--- src/rtl/inv_round_column_seq.sv ---
// Column-serial inverse round: AddRoundKey on accept, then InvMixColumns one
// 32-bit column per cycle through a single shared column helper. On the final
// round the mix is skipped and the XOR-ed block is presented directly.

// Combinational InvMixColumns of one column; row 0 is the MSB byte.
module mix_column_helper (
  input  logic [31:0] col_in,
  output logic [31:0] col_out
);
  function automatic logic [7:0] xt(input logic [7:0] b);
    return {b[6:0], 1'b0} ^ (b[7] ? 8'h1b : 8'h00);
  endfunction

  // Fixed-coefficient GF(2^8) products built from repeated doubling.
  function automatic logic [7:0] m9(input logic [7:0] b);
    return xt(xt(xt(b))) ^ b;
  endfunction
  function automatic logic [7:0] m11(input logic [7:0] b);
    return xt(xt(xt(b))) ^ xt(b) ^ b;
  endfunction
  function automatic logic [7:0] m13(input logic [7:0] b);
    return xt(xt(xt(b))) ^ xt(xt(b)) ^ b;
  endfunction
  function automatic logic [7:0] m14(input logic [7:0] b);
    return xt(xt(xt(b))) ^ xt(xt(b)) ^ xt(b);
  endfunction

  logic [7:0] a0, a1, a2, a3;
  assign {a0, a1, a2, a3} = col_in;

  assign col_out[31:24] = m14(a0) ^ m11(a1) ^ m13(a2) ^ m9(a3);
  assign col_out[23:16] = m9(a0)  ^ m14(a1) ^ m11(a2) ^ m13(a3);
  assign col_out[15:8]  = m13(a0) ^ m9(a1)  ^ m14(a2) ^ m11(a3);
  assign col_out[7:0]   = m11(a0) ^ m13(a1) ^ m9(a2)  ^ m14(a3);
endmodule

module inv_round_column_seq (
  input  logic         clk,
  input  logic         rst,
  input  logic         in_valid,
  output logic         in_ready,
  input  logic [127:0] in_state,
  input  logic [127:0] in_key,
  input  logic         in_last,
  output logic         out_valid,
  input  logic         out_ready,
  output logic [127:0] out_state
);
  typedef enum logic [1:0] {IDLE, MIX, DONE} state_t;

  state_t       state;
  logic [127:0] st;
  logic [1:0]   col;
  logic [31:0]  col_cur;
  logic [31:0]  col_mix;

  // Select the column currently being mixed (column 0 is the MSB word).
  always_comb begin
    col_cur = st[127:96];
    case (col)
      2'd0: col_cur = st[127:96];
      2'd1: col_cur = st[95:64];
      2'd2: col_cur = st[63:32];
      2'd3: col_cur = st[31:0];
      default: col_cur = st[127:96];
    endcase
  end

  mix_column_helper u_mix (
    .col_in  (col_cur),
    .col_out (col_mix)
  );

  // Control FSM and datapath registers; reset wins over both handshakes.
  always_ff @(posedge clk) begin
    if (rst) begin
      state <= IDLE;
      st    <= '0;
      col   <= '0;
    end else begin
      case (state)
        IDLE: begin
          if (in_valid) begin
            st    <= in_state ^ in_key;
            col   <= '0;
            state <= in_last ? DONE : MIX;
          end
        end
        MIX: begin
          case (col)
            2'd0: st[127:96] <= col_mix;
            2'd1: st[95:64]  <= col_mix;
            2'd2: st[63:32]  <= col_mix;
            2'd3: st[31:0]   <= col_mix;
            default: ;
          endcase
          col <= col + 2'd1;
          if (col == 2'd3) state <= DONE;
        end
        DONE: begin
          if (out_ready) state <= IDLE;
        end
        default: state <= IDLE;
      endcase
    end
  end

  // Handshake flags come straight from the state register.
  assign in_ready  = (state == IDLE);
  assign out_valid = (state == DONE);
  assign out_state = st;
endmodule

--- config.mk ---
export PLATFORM = sky130hd
export DESIGN_NAME = inv_round_column_seq
export DESIGN_NICKNAME = d
export VERILOG_FILES = /design/src/rtl/inv_round_column_seq.sv
export SDC_FILE = /design/constraint.sdc
export NUM_CORES = 1
export LEC_CHECK = 0
export ABC_AREA = 1
export BUFFER_PORTS_ARGS = -buffer_cell sky130_fd_sc_hd__buf_2
export CAP_MARGIN = 20
export CELL_PAD_IN_SITES_DETAIL_PLACEMENT = 0
export CELL_PAD_IN_SITES_GLOBAL_PLACEMENT = 1
export CORE_MARGIN = 2
export CORE_UTILIZATION = 31
export CTS_CLUSTER_SIZE = 16
export DETAILED_ROUTE_END_ITERATION = 8
export GPL_TIMING_DRIVEN = 0
export PLACE_DENSITY_LB_ADDON = 0.1
export SLEW_MARGIN = 40
export SYNTH_ARGS = -nofsm -noshare
export SYNTH_HDL_FRONTEND = slang
export SYNTH_SLANG_ARGS = --single-unit
--- constraint.sdc ---
create_clock -name clk -period 2.38 [get_ports clk]
set_input_delay 0.476 -clock clk [delete_from_list [all_inputs] [get_ports clk]]
set_output_delay 0.476 -clock clk [all_outputs]
set_load 0.02 [all_outputs]
# After elaboration in Yosys (flattened, before gate mapping)
# Index checks and enable logic that the tools add are counted.
classes:
  addsub: 1
  n_eq_ne: 11
  muxes: 26
  bitwise_logic: 49
  reduce_logical: 9
ops:
  columns: ["operator", "n"]
  rows:
  - ["bitwise XOR 8 bit", 45]
  - ["one-hot mux 128 bit (2 select lines)", 1]
  - ["two-way mux 128 bit", 1]
  - ["two-way mux 32 bit", 4]
  - ["one-hot mux 32 bit (4 select lines)", 1]
  - ["bitwise XOR 128 bit", 1]
  - ["two-way mux 5 bit", 12]
  - ["bitwise XOR 8 x 5 -> 8 bit", 3]
  - ["AND reduction 3 bit", 5]
  - ["two-way mux 2 bit", 5]
  - ["inequality test 2 x 1 -> 1 bit (second input constant)", 4]
  - ["== test 2 bit (second input constant)", 3]
  - ["one-hot mux 2 bit (3 select lines)", 1]
  - ["== test 2 x 1 -> 1 bit (second input constant)", 2]
  - ["zero test 2 bit", 2]
  - ["inequality test 2 bit (second input constant)", 2]
  - ["one-hot mux 2 bit (2 select lines)", 1]
  - ["adder 2 x 1 -> 2 bit (second input constant)", 1]
  - ["AND reduction 2 bit", 1]
  - ["nonzero test 2 bit", 1]
word_totals:
  regBits: 132
  output_inout_bits: 130
  elab_cells: 102

# Depth between registers and ports, before layout
# Gate-level depths: netlist (run 1).
depth:
  depth_word: 15
  mapped_depth: 22
  ltp_nobuf: 21

# Modules after synthesis
# A second synthesis (run 1) with hierarchy kept.
unflattened:
  cells_unflattened: 2516
  area_unflattened_um2: 13382.8
modules_own_cells:
  columns: ["module", "instances", "cells_per_inst", "area_each_um2"]
  rows:
  - ["inv_round_column_seq", 1, 1854, 9745.6]
  - ["mix_column_helper", 1, 662, 3637.2]

# Worst setup path after synthesis (run 1)
# Ideal clock, no wire load.
synth_timing:
  kind: "register to register"
  from: "reg col[0]"
  to: "reg st[113], in the netlist out_state[113]"
  setup_ns: 0.070
  arrival_ns: 2.311
  required_ns: 2.310
  setup_slack_ns: 0.000
  stages_incl_launch_ff: 17
  path_cell_list: "dfxtp_1 > inv_1 > ha_1 > inv_4 > buf_6 > nand2_1 > o21bai_1 > buf_4 > nand2_1 > nand2_1 > nand2_1 > nand2_1 > xor2_1 > or2_2 > nand3b_1 > nand3_2 > a21oi_1"
synth_between:
  elab_chain_len: 13
synth_rtl:
  columns: ["item", "line_no", "text"]
  rows:
  - ["start: declaration", "53", "logic [1:0] col;"]
  - ["start signal: assignment", "97", "col <= col + 2'd1;"]
  - ["== test 2 bit, or another cell as far along", "60", "case (col)"]
  - ["one-hot mux 32 bit (4 select lines)", "60", null]
  - ["bitwise XOR 8 bit", "11", "return {b[6:0], 1'b0} ^ (b[7] ? 8'h1b : 8'h00);"]
  - ["two-way mux 5 bit / bitwise XOR 8 bit (equally long branches)", "11", null]
  - ["bitwise XOR 8 bit / two-way mux 5 bit (equally long branches)", "11", null]
  - ["bitwise XOR 8 bit", "11", null]
  - ["bitwise XOR 8 bit (2 in a row)", "25", "return xt(xt(xt(b))) ^ xt(xt(b)) ^ xt(b);"]
  - ["bitwise XOR 8 bit (3 in a row)", "32", "assign col_out[23:16] = m9(a0) ^ m14(a1) ^ m11(a2) ^ m13(a3);"]
  - ["two-way mux 32 bit", "90", "case (col)"]
  - ["one-hot mux 128 bit (2 select lines)", "81", "case (state)"]
  - ["end signal: assignment", "84", "st <= in_state ^ in_key;"]
  - ["end signal: assignment", "91", "2'd0: st[127:96] <= col_mix;"]
  - ["end: declaration", "52", "logic [127:0] st;"]
# Parallel ways exist; a longest one is shown, timed or not. The select of a mux whose other input is x is not followed.
# A chain may end at the register's enable or synchronous reset.

# Worst setup path in the final report (run 1)
layout_timing:
  from: "reg col[0]"
  to: "reg st[15], in the netlist out_state[15]"
layout_between:
  elab_chain_len: 12
layout_rtl:
  columns: ["item", "line_no", "text"]
  rows:
  - ["== test 2 bit, or another cell as far along", "60, 90", null]
  - ["one-hot mux 32 bit (4 select lines)", "60", null]
  - ["bitwise XOR 8 bit", "11", null]
  - ["bitwise XOR 8 x 5 -> 8 bit (2 in a row)", "11", null]
  - ["bitwise XOR 8 bit (2 in a row)", "22", "return xt(xt(xt(b))) ^ xt(xt(b)) ^ b;"]
  - ["bitwise XOR 8 bit (3 in a row)", "33", "assign col_out[15:8] = m13(a0) ^ m9(a1) ^ m14(a2) ^ m11(a3);"]
  - ["two-way mux 32 bit", "90", null]
  - ["one-hot mux 128 bit (2 select lines)", "81", null]
  - ["end signal: assignment", "84", null]
  - ["end signal: assignment", "94", "2'd3: st[31:0] <= col_mix;"]
# Parallel ways exist; a longest one is shown, timed or not. The select of a mux whose other input is x is not followed.

==> metrics.sh, run 1 <==
WORST_SETUP_PATH_STARTPOINT='col[0]'
MOST-COMMON-LAYOUT-CELLS='493 x sky130_fd_sc_hd__nand2_1, 392 x sky130_fd_sc_hd__buf_2, 258 x sky130_fd_sc_hd__o21ai_0'
POSTCTSHOLDBUFS=0
SYNTH_SEQ_AREA_SHARE_PCT=23.00
WORSTSETUPSTARTPOINTTYPE='flop'
CRIT_FANOUT=10
CP_SLOWEST_CELL='sky130_fd_sc_hd__dfxtp_4'
MIN_PATH_TYPE='in -> reg'
POWER_DENSITY_nW_PER_UM2=1255
CTS_ROOT_BUF='sky130_fd_sc_hd__clkbuf_16'
DIEAREA_UM2=38620
POSTROUTEWIRELENGTH_UM=67000
TIMING.SETUP.TNS_NS=-44.26
YS_FF_LATCH=132
WORSTREG2REGSTART='col[0]'
POST_SYNTHESIS_MUX_AREA_SHARE_PCT=0
TIMING_HOLD_VIOLATIONS_FINAL=0
FIN_NETS=2787
REPORT.FINAL.SLEW_VIOL_COUNT=0
SYNTH_COMPOUND_AREA_SHARE_PCT=26.01
NUM_IO_PINS=391
WORST-R2R-SETUP-SLACK_NS=-0.47
AVERAGE_ROUTED_WIRE_PER_STANDARD_CELL_UM=22.30
HOLD_START='out_ready'
TRITONCTS.NUM_BUFFERS=17
BASIC_GATE_SHARE_OF_THE_SYNTHESIZED_AREA_COUNTING_AND_OR_NAND_AND_NOR_CELLS_PCT=37.01
VIA_COUNT=15910
MAX_CAP_VIOLATIONS=0
GP_CONGESTION=0.9579
TIMING.REG2REG.WORST_PATH_DEPTH=15
PLACE_HPWL_UM=51740
INITIAL_UTILIZATION_PCT=31.46
FIRST_PASS_ITERS=5
WORSTMARGINPINSLEW_NS=0.7876
CRITICALPATHCATEGORY='reg -> reg'
GRT_MAX_DEGREE=17
SYNTH.DISTINCT_CELLS=40
FINAL_COMMON_CELL='sky130_fd_sc_hd__nand2_1'
PLACED_CELLS=2827
ASYNCSETRESETFLOPFRACSYNTH_PCT=0
SYNTHDOMINANTCELLAREASHARE_PCT=23.00
DETAILEDROUTE.FIRSTITERATIONVIOLATIONS=1338
SINKS_ON_THE_CLOCK_NET=132
FILLER_CELL_COUNT=3765
ANTENNA_FOUND_INITIAL=2
RELSLEWSLACK_PCT=47.49
GRT_PASS1_WL_UM=94530
VIOLATIONS='negative setup slack'
POSTSYNTHNETCOUNT=2234
SYNTH_AREA_LEADERS='sky130_fd_sc_hd__dfxtp_1 23%, sky130_fd_sc_hd__nand2_1 21%, sky130_fd_sc_hd__a21oi_1 12%'
CORE.ROWCOUNT=70
OUTCOME='finished with violations'
CP_DATA_REQUIRED_TIME_NS=2.74
MAX-VDD-IR-DROP_mV=0.6660
MIN_PERIOD_OVER_PERIOD_PCT=119.9
DIEHEIGHT_UM=196.5
CTS_TREE='yes'
DETAIL-ROUTE-ANTENNA-NETS=0
SYNTH_TOP_FAMILY_BY_AREA='simple AND/OR/NAND/NOR gates'
YOSYS.AREA.TOP_TYPE='sky130_fd_sc_hd__dfxtp_1'
XOR_XNOR_CELL_AREA_SHARE_OF_THE_YOSYS_NETLIST_PCT=7.459
SYNTH_AREA_UM2=11490
DIEWIDTH_UM=196.5
SYNTHESIS.YOSYS.WARNINGS=0
CLK_PIN_SLEW_WORST_PATHS_NS=0.07
DRC=0
SYN_INST=1969
AREA_DELTA_SYNTH_FINAL_PCT=58.12
GRT_PASS1_VIAS=14710
DOMINANTREGCELLSYNTH='sky130_fd_sc_hd__dfxtp_1'
SERIES_OF_CELL_INSTANCES_ALONG_THE_CRITICAL_PATH='inv_4, ha_4, clkinv_8, buf_12, buf_12, o22ai_4, buf_6, buf_6, buf_4, xor2_2, xor2_1, inv_1, a21oi_2, o21ai_4, a21oi_2'
FMAXACHIEVABLE_MHz=350.5
FIN_WORST_SKEW_NS=0.01497
LAYOUT_CELL_SHARE_WITH_DRIVE_STRENGTH_BEYOND_1_PCT=39.72
SETUP.WORST_PATH.END='out_state[15]'
RSZ0062_AT_GRT='true'
FINALWORSTSETUPSLACK_NS=-0.4730
VIASPERCELL=5.294
SYNTH_ENABLE_FLOP_CELLS=0
SYNTH_ADDER_AREA_SHARE_PCT=0.4355
RR_ENDPOINT='out_state[15]'
CLOCKBUFFERDEPTH=2
PORTBUFFERS=390
GRT_UTIL_ALL_LAYERS_PCT=33.10
INSTANCES_NO_FILL=3005
CORE_UM2=36520
H_TREE_DEPTH=4
CRIT_PATH_MAX_INCR_DELAY_NS=0.37
FIN_WORST_HOLD_SLACK_NS=0.3101
GRT_OVERFLOW_TOTAL=0
CLK_LATENCY_NS=0.44
LEAKAGE_nW=8.487
CRIT_PATH_END_KIND='flop'
FINALWORSTPATHREQUIREDPERIOD_NS=2.853
POSTSYNTHAREAPERCELL_UM2=5.836
ARRIVAL_NS=3.22
FINALSETUPVIOLCOUNT=128
-- worst max-delay path, delay by kind of cell (launching register included) --
kind,cells,cell delay (ns)
buffers and inverters,8,1.00
DFF,1,0.37
AOI/OAI and AO/OA,4,0.81
adders and majority gates,1,0.18
xor gates and xnor gates,2,0.38
-- layer usage --
metal,GRT usage (%),wire length (um)
met4,11.53,2651
met2,56.82,31840
met5,0,13
met1,42.68,27740
met3,4.261,4752
-- Yosys cell counts (2+ instances only) --
master,count
sky130_fd_sc_hd__nand2_1,639
sky130_fd_sc_hd__nor2_4,5
sky130_fd_sc_hd__dfxtp_1,132
sky130_fd_sc_hd__o21ai_0,263
sky130_fd_sc_hd__buf_4,6
sky130_fd_sc_hd__o21bai_1,5
sky130_fd_sc_hd__o22ai_4,4
sky130_fd_sc_hd__clkbuf_1,54
sky130_fd_sc_hd__nand3_1,109
sky130_fd_sc_hd__nor2_1,190
sky130_fd_sc_hd__xor2_1,72
sky130_fd_sc_hd__nand2_2,24
sky130_fd_sc_hd__nand4_1,3
sky130_fd_sc_hd__or2_1,5
sky130_fd_sc_hd__nand3_2,14
sky130_fd_sc_hd__a21oi_1,269
sky130_fd_sc_hd__buf_6,9
sky130_fd_sc_hd__nor2_2,15
sky130_fd_sc_hd__buf_2,5
sky130_fd_sc_hd__o21ai_1,4
sky130_fd_sc_hd__inv_1,77
sky130_fd_sc_hd__inv_2,4
sky130_fd_sc_hd__a211oi_1,2
sky130_fd_sc_hd__o21bai_2,8
sky130_fd_sc_hd__ha_1,4
sky130_fd_sc_hd__nand3b_1,9
sky130_fd_sc_hd__o22ai_2,2
sky130_fd_sc_hd__xnor2_1,24
-- power by group --
group	internal (mW)	switching (mW)
Combinational	6.02	10.8
Sequential	2.63	0.407
Clock	1.68	1.23
-- stage by stage --
step / total power, mW / util (%) / setup slack [ns] / area [um^2]
final: 22.81 / 49.75 / -0.4730 / 18170
after global routing: 24.16 / 49.74 / -0.5177 / 18160
after CTS: 20.87 / 46.24 / -0.3701 / 16890
after detailed placement: 15.28 / 38.42 / -1.118 / 14030
after global placement: 15.13 / 38.42 / -1.193 / 14030
after floorplan: 11.23 / - / 0.007322 / 11490
-- sequential cells by signal, indices dropped and copies added (netlist names) --
| register | cells |
|---|---|
| state | 2 |
| out_state | 128 |
| col | 2 |
-- layout make-up --
type	instances	area (um^2)	area share (%)
Timing Repair Buffer	533	3324	18.30
Multi-Input combinational cell	1681	10080	55.46
Inverter	82	340.3	1.873
Sequential cell	132	2650	14.58
Clock inverter	14	186.4	1.026
Antenna cell	2	5.005	0.02754
Buffer	75	571.8	3.147
Tap cell	468	585.6	3.223
Clock buffer	18	429.2	2.362
-- worst min-delay path by stage --
stage,depth (start not counted),endpoint
global placement,2,col[1]
finish,4,state[1]
CTS,4,state[1]
global route,2,col[1]
floorplan,2,col[1]
detailed placement,2,col[1]
-- cells by family after synthesis --
kind of cell	after synthesis
AOI/OAI and AO/OA	562
xor gates and xnor gates	97
adders and majority gates	4
buffers and inverters	157
DFF	132
and+or+nand+nor	1017
-- timing repair --
item,4_1_cts,5_1_grt
buffers inserted,92,45
gates resized for setup,335,201
setup endpoints to repair,128,128
pin swaps,71,93
gates cloned,2,5
Note: power is estimated with default switching activity, not from simulation.
==> inputs of run 2 (changes only) <==
Settings changed: ABC_AREA 1 to 0, CORE_UTILIZATION 31 to 32.
==> run 2 against run 1 <==
  * Count of clock-buffer cells in the layout is 2 higher
  * Highest routed layer is now met4
  * Global-route usage is 2.1 points lower
  * Synthesized area is 14% lower
  * Critical path depth stayed put
  * Critical path type unchanged
  * Hold slack better by 0.030 ns
  * Utilization is 4.7 points higher
  * The run still ends with negative setup slack left
  * Clock power is 4% lower
  * Sequential share of layout area is 1.4 points higher
  * Clock skew is 0.00053 ns higher
  * Wire length is 19% lower
  * First-iteration DRC count is 1.4% higher
  * Sequential power is 6% lower
==> metrics.sh, run 2 <==
RR_ENDPOINT='out_state[59]'  # was out_state[15]
WHS_ENDPOINT='state[1]'  # unchanged
GRT_OVERFLOW_TOTAL=0  # unchanged
CTS_ROOT_BUF='sky130_fd_sc_hd__clkbuf_16'  # unchanged
POSTCTSHOLDBUFS=0  # unchanged
TIMING_HOLD_VIOLATIONS_FINAL=0  # unchanged
WORSTREG2REGSTART='col[0]'  # unchanged
FMAXACHIEVABLE_MHz=283.7  # was 350.5 MHz
TIMING.REG2REG.WORST_PATH_DEPTH=15  # unchanged
AREA_DELTA_SYNTH_FINAL_PCT=67.70  # was 58.12%
P_SW_mW=9.464  # was 12.48 mW
INITIAL_UTILIZATION_PCT=32.46  # was 31.46%
PLACE_HPWL_UM=39470  # was 51,740 um
HOLD_START='out_ready'  # unchanged
CRITICALPATHCATEGORY='reg -> reg'  # unchanged
WORSTMARGINPINSLEW_NS=0.9522  # was 0.7876 ns
PLACEMENT.CELL_AREA_UM2=12590  # was 14,030 um^2
DOMINANTREGCELLSYNTH='sky130_fd_sc_hd__dfxtp_1'  # unchanged
INSTANCES_NO_FILL=2169  # was 3,005
PORTBUFFERS=389  # was 390
YS_FF_LATCH=132  # unchanged
VIA_COUNT=11860  # was 15,910
SINKS_ON_THE_CLOCK_NET=132  # unchanged
CP_SLOWEST_CELL='sky130_fd_sc_hd__a222oi_1'  # was sky130_fd_sc_hd__dfxtp_4
SYNTHMOSTINSTANTIATEDCELL='sky130_fd_sc_hd__xnor2_1'  # was sky130_fd_sc_hd__nand2_1
OUTCOME='finished with violations'  # unchanged
DIEAREA_UM2=32370  # was 38,620 um^2
WORST-R2R-SETUP-SLACK_NS=-1.14  # was -0.47 ns
ARRIVAL_NS=3.87  # was 3.22 ns
H_TREE_DEPTH=4  # unchanged
NUM_IO_PINS=391  # unchanged
CRITICAL-PATH-TOP-DELAY-FAMILY='XOR/XNOR gates'  # was buffers and inverters
ASYNCSETRESETFLOPFRACSYNTH_PCT=0  # unchanged
SYNTH_SEQ_AREA_SHARE_PCT=26.69  # was 23.00%
CLOCKBUFFERDEPTH=2  # unchanged
LEAKAGE_nW=7.049  # was 8.487 nW
FIN_WORST_SKEW_NS=0.01550  # was 0.01497 ns
LAYOUT.CELL_AREA.NON_FILLER_UM2=16610  # was 18,170 um^2
P_INT_mW=10.90  # was 10.33 mW
LARGEST_REGISTER_FF_COUNT=128  # unchanged
RELSLEWSLACK_PCT=36.52  # was 47.49%
CLK_PIN_SLEW_WORST_PATHS_NS=0.06  # was 0.07 ns
DRC=0  # unchanged
DETAILEDROUTE.FIRSTITERATIONVIOLATIONS=1357  # was 1,338
GRT_UTIL_ALL_LAYERS_PCT=31.00  # was 33.10%
SYNTH.DISTINCT_CELLS=35  # was 40
POSTROUTEWIRELENGTH_UM=54340  # was 67,000 um
MAX_CAP_VIOLATIONS=0  # unchanged
CRIT_PATH_MAX_INCR_DELAY_NS=0.62  # was 0.37 ns
SYNTHESIS.YOSYS.WARNINGS=0  # unchanged
FILLER_CELL_COUNT=2792  # was 3,765
FINAL_COMMON_CELL='sky130_fd_sc_hd__buf_2'  # was sky130_fd_sc_hd__nand2_1
POSTSYNTHNETCOUNT=1462  # was 2,234
TIMING.SETUP.TNS_NS=-118.65  # was -44.26 ns
WORSTSETUPSTARTPOINTTYPE='flop'  # unchanged
GRT_PASS1_VIAS=11450  # was 14,710
MIN_PERIOD_OVER_PERIOD_PCT=148.1  # was 119.9%
FINALSETUPVIOLCOUNT=128  # unchanged
SYNTH_ENABLE_FLOP_CELLS=0  # unchanged
SYNTH_AREA_UM2=9902  # was 11,490 um^2
AVERAGE_ROUTED_WIRE_PER_STANDARD_CELL_UM=25.05  # was 22.30 um
SYNTH.TOP_CELLS.BY_COUNT='243 x sky130_fd_sc_hd__xnor2_1, 161 x sky130_fd_sc_hd__nand2_1, 132 x sky130_fd_sc_hd__dfxtp_1'  # was 639 x sky130_fd_sc_hd__nand2_1, 269 x sky130_fd_sc_hd__a21oi_1, 263 x sky130_fd_sc_hd__o21ai_0
POWER_DENSITY_nW_PER_UM2=1226  # was 1255 nW/um^2
GP_CONGESTION=0.9352  # was 0.9579
VIASPERCELL=5.470  # was 5.294
TRITONCTS.NUM_BUFFERS=17  # unchanged
FIRST_PASS_ITERS=6  # was 5
CP_DATA_REQUIRED_TIME_NS=2.73  # was 2.74 ns
CRIT_FANOUT=6  # was 10
MOST-COMMON-LAYOUT-CELLS='392 x sky130_fd_sc_hd__buf_2, 155 x sky130_fd_sc_hd__nand2_1, 145 x sky130_fd_sc_hd__xnor2_1'  # was 493 x sky130_fd_sc_hd__nand2_1, 392 x sky130_fd_sc_hd__buf_2, 258 x sky130_fd_sc_hd__o21ai_0
ANTENNA_FOUND_INITIAL=0  # was 2
POSTSYNTHAREAPERCELL_UM2=8.272  # was 5.836 um^2
RSZ0062_AT_GRT='true'  # unchanged
CORE_UM2=30510  # was 36,520 um^2
SYNTHDOMINANTCELLAREASHARE_PCT=26.69  # was 23.00%
SWSHARE_PCT=46.48  # was 54.70%
SEQUENTIALPOWERSHARE_PCT=14.1  # was 13.3%
MIN_DELAY_PATH_DEPTH=3  # was 4
VIOLATIONS='negative setup slack'  # unchanged
YOSYS.AREA.TOP_TYPE='sky130_fd_sc_hd__dfxtp_1'  # unchanged
CORE.ROWCOUNT=64  # was 70
LAYOUT_CELL_SHARE_WITH_DRIVE_STRENGTH_BEYOND_1_PCT=47.43  # was 39.72%
P_TOTAL_mW=20.36  # was 22.81 mW
DIEHEIGHT_UM=179.9  # was 196.5 um
DIEWIDTH_UM=179.9  # was 196.5 um
POWER_SHARE_OF_THE_COMBINATIONAL_GROUP_PCT=72.3  # was 73.9%
CRIT_PATH_END_KIND='flop'  # unchanged
FIN_NETS=2025  # was 2,787
MIN_PATH_TYPE='in -> reg'  # unchanged
CLK_LATENCY_NS=0.44  # about the same
MAX-VDD-IR-DROP_mV=1.376  # was 0.6660 mV
POWER_FRAC_CLOCK_PCT=13.6  # was 12.8%
FINALWORSTPATHREQUIREDPERIOD_NS=3.524  # was 2.853 ns
GRT_PASS1_WL_UM=74340  # was 94,530 um
DIODES=0  # was 2
DETAIL-ROUTE-ANTENNA-NETS=0  # unchanged
SYN_INST=1197  # was 1,969
PLACED_CELLS=1994  # was 2,827
SERIES_OF_CELL_INSTANCES_ALONG_THE_CRITICAL_PATH='inv_4, ha_4, buf_12, buf_12, a222oi_1, mux2i_4, buf_6, xor2_2, xnor2_2, xnor2_2, xnor2_1, xnor2_1, nor2_2, buf_6, o31ai_2'  # was inv_4, ha_4, clkinv_8, buf_12, buf_12, o22ai_4, buf_6, buf_6, buf_4, xor2_2, xor2_1, inv_1, a21oi_2, o21ai_4, a21oi_2
CTS_TREE='yes'  # unchanged
SYNTH_AREA_LEADERS='sky130_fd_sc_hd__dfxtp_1 27%, sky130_fd_sc_hd__xnor2_1 21%, sky130_fd_sc_hd__xor2_1 9.5%'  # was sky130_fd_sc_hd__dfxtp_1 23%, sky130_fd_sc_hd__nand2_1 21%, sky130_fd_sc_hd__a21oi_1 12%
FINALCOREUTILIZATION_PCT=54.43  # was 49.75%
REPORT.FINAL.SLEW_VIOL_COUNT=0  # unchanged
FINALWORSTSETUPSLACK_NS=-1.144  # was -0.4730 ns
CP_NUM_BUF_INV=5  # was 8
GRT_MAX_DEGREE=17  # unchanged
[run 2: power by group through the flow]
| stage | registers [mW] | logic (mW) | clock network (mW) |
|---|---|---|---|
| floorplan | 3.18 | 5.29 | 0 |
| global placement | 2.89 | 8.59 | 0 |
| detailed placement | 2.90 | 8.62 | 0 |
| CTS | 2.85 | 11.7 | 2.76 |
| global route | 2.89 | 15.1 | 2.85 |
| finish | 2.86 | 14.7 | 2.78 |
[run 2: layout make-up]
cell class	count	area (um^2)	share of cell area (%)
clock buffer	20	446.7	2.690
buffer	91	569.3	3.428
multi-input combinational	944	8837	53.22
tap	396	495.5	2.984
clock inverter	12	143.9	0.8665
timing repair buffer	545	3352	20.19
sequential	132	2650	15.96
inverter	29	111.4	0.6706
[run 2: stage by stage]
step	hold WS (ns)	setup WS [ns]
floorplan	0.4945	-0.6262
global placement	0.4563	-2.122
detailed placement	0.4632	-1.886
CTS	0.3372	-1.022
global route	0.3580	-1.128
finish	0.3403	-1.144
[run 2: worst max path at each step]
stage               cells past startpoint  slack, ns        endpoint  startpoint
finish                                 15      -1.14   out_state[59]      col[0]
global route                           14      -1.13   out_state[21]      col[0]
CTS                                    12      -1.02  out_state[119]      col[0]
detailed placement                     12      -1.89   out_state[78]      col[1]
global placement                       13      -2.12  out_state[109]      col[1]
floorplan                              12      -0.63  out_state[100]      col[0]
[run 2: tightest hold or removal path: cells and delay by family]
kind,cells,cell delay (ns)
and+or+nand+nor,1,0.11
buffers and inverters,1,0.07
AOI/OAI and AO/OA,1,0.06
[run 2: what timing repair did]
action | 4_1_cts | 5_1_grt
resized for setup | 183 | 197
setup buffers | 84 | 66
pin swaps | 105 | 150
endpoints found under the setup margin | 129 | 129
endpoints found under the hold margin | 0 | 0
gates cloned | 3 | 0
[run 2: routing by layer]
layer | vias to the layer above | global-route usage [%] | share of wire [%]
met5 | - | 0 | 0
met1 | 5782 | 39.43 | 39
met3 | 126 | 5.409 | 7.7
met2 | 683 | 51.79 | 49
met4 | 0 | 12.81 | 4.1
li1 | 5273 | - | -
[run 2: cells by family after synthesis]
logic type               count (synthesis)  synth area share (%)
XOR/XNOR                               357                 32.49
buffers and inverters                  121                 4.915
AO/OA/AOI/OAI                          325                 22.11
AND/OR/NAND/NOR                        225                 9.818
adder cells (fa/ha/maj)                  4                0.5055
multiplexers                            33                 3.475
flip-flops                             132                 26.69
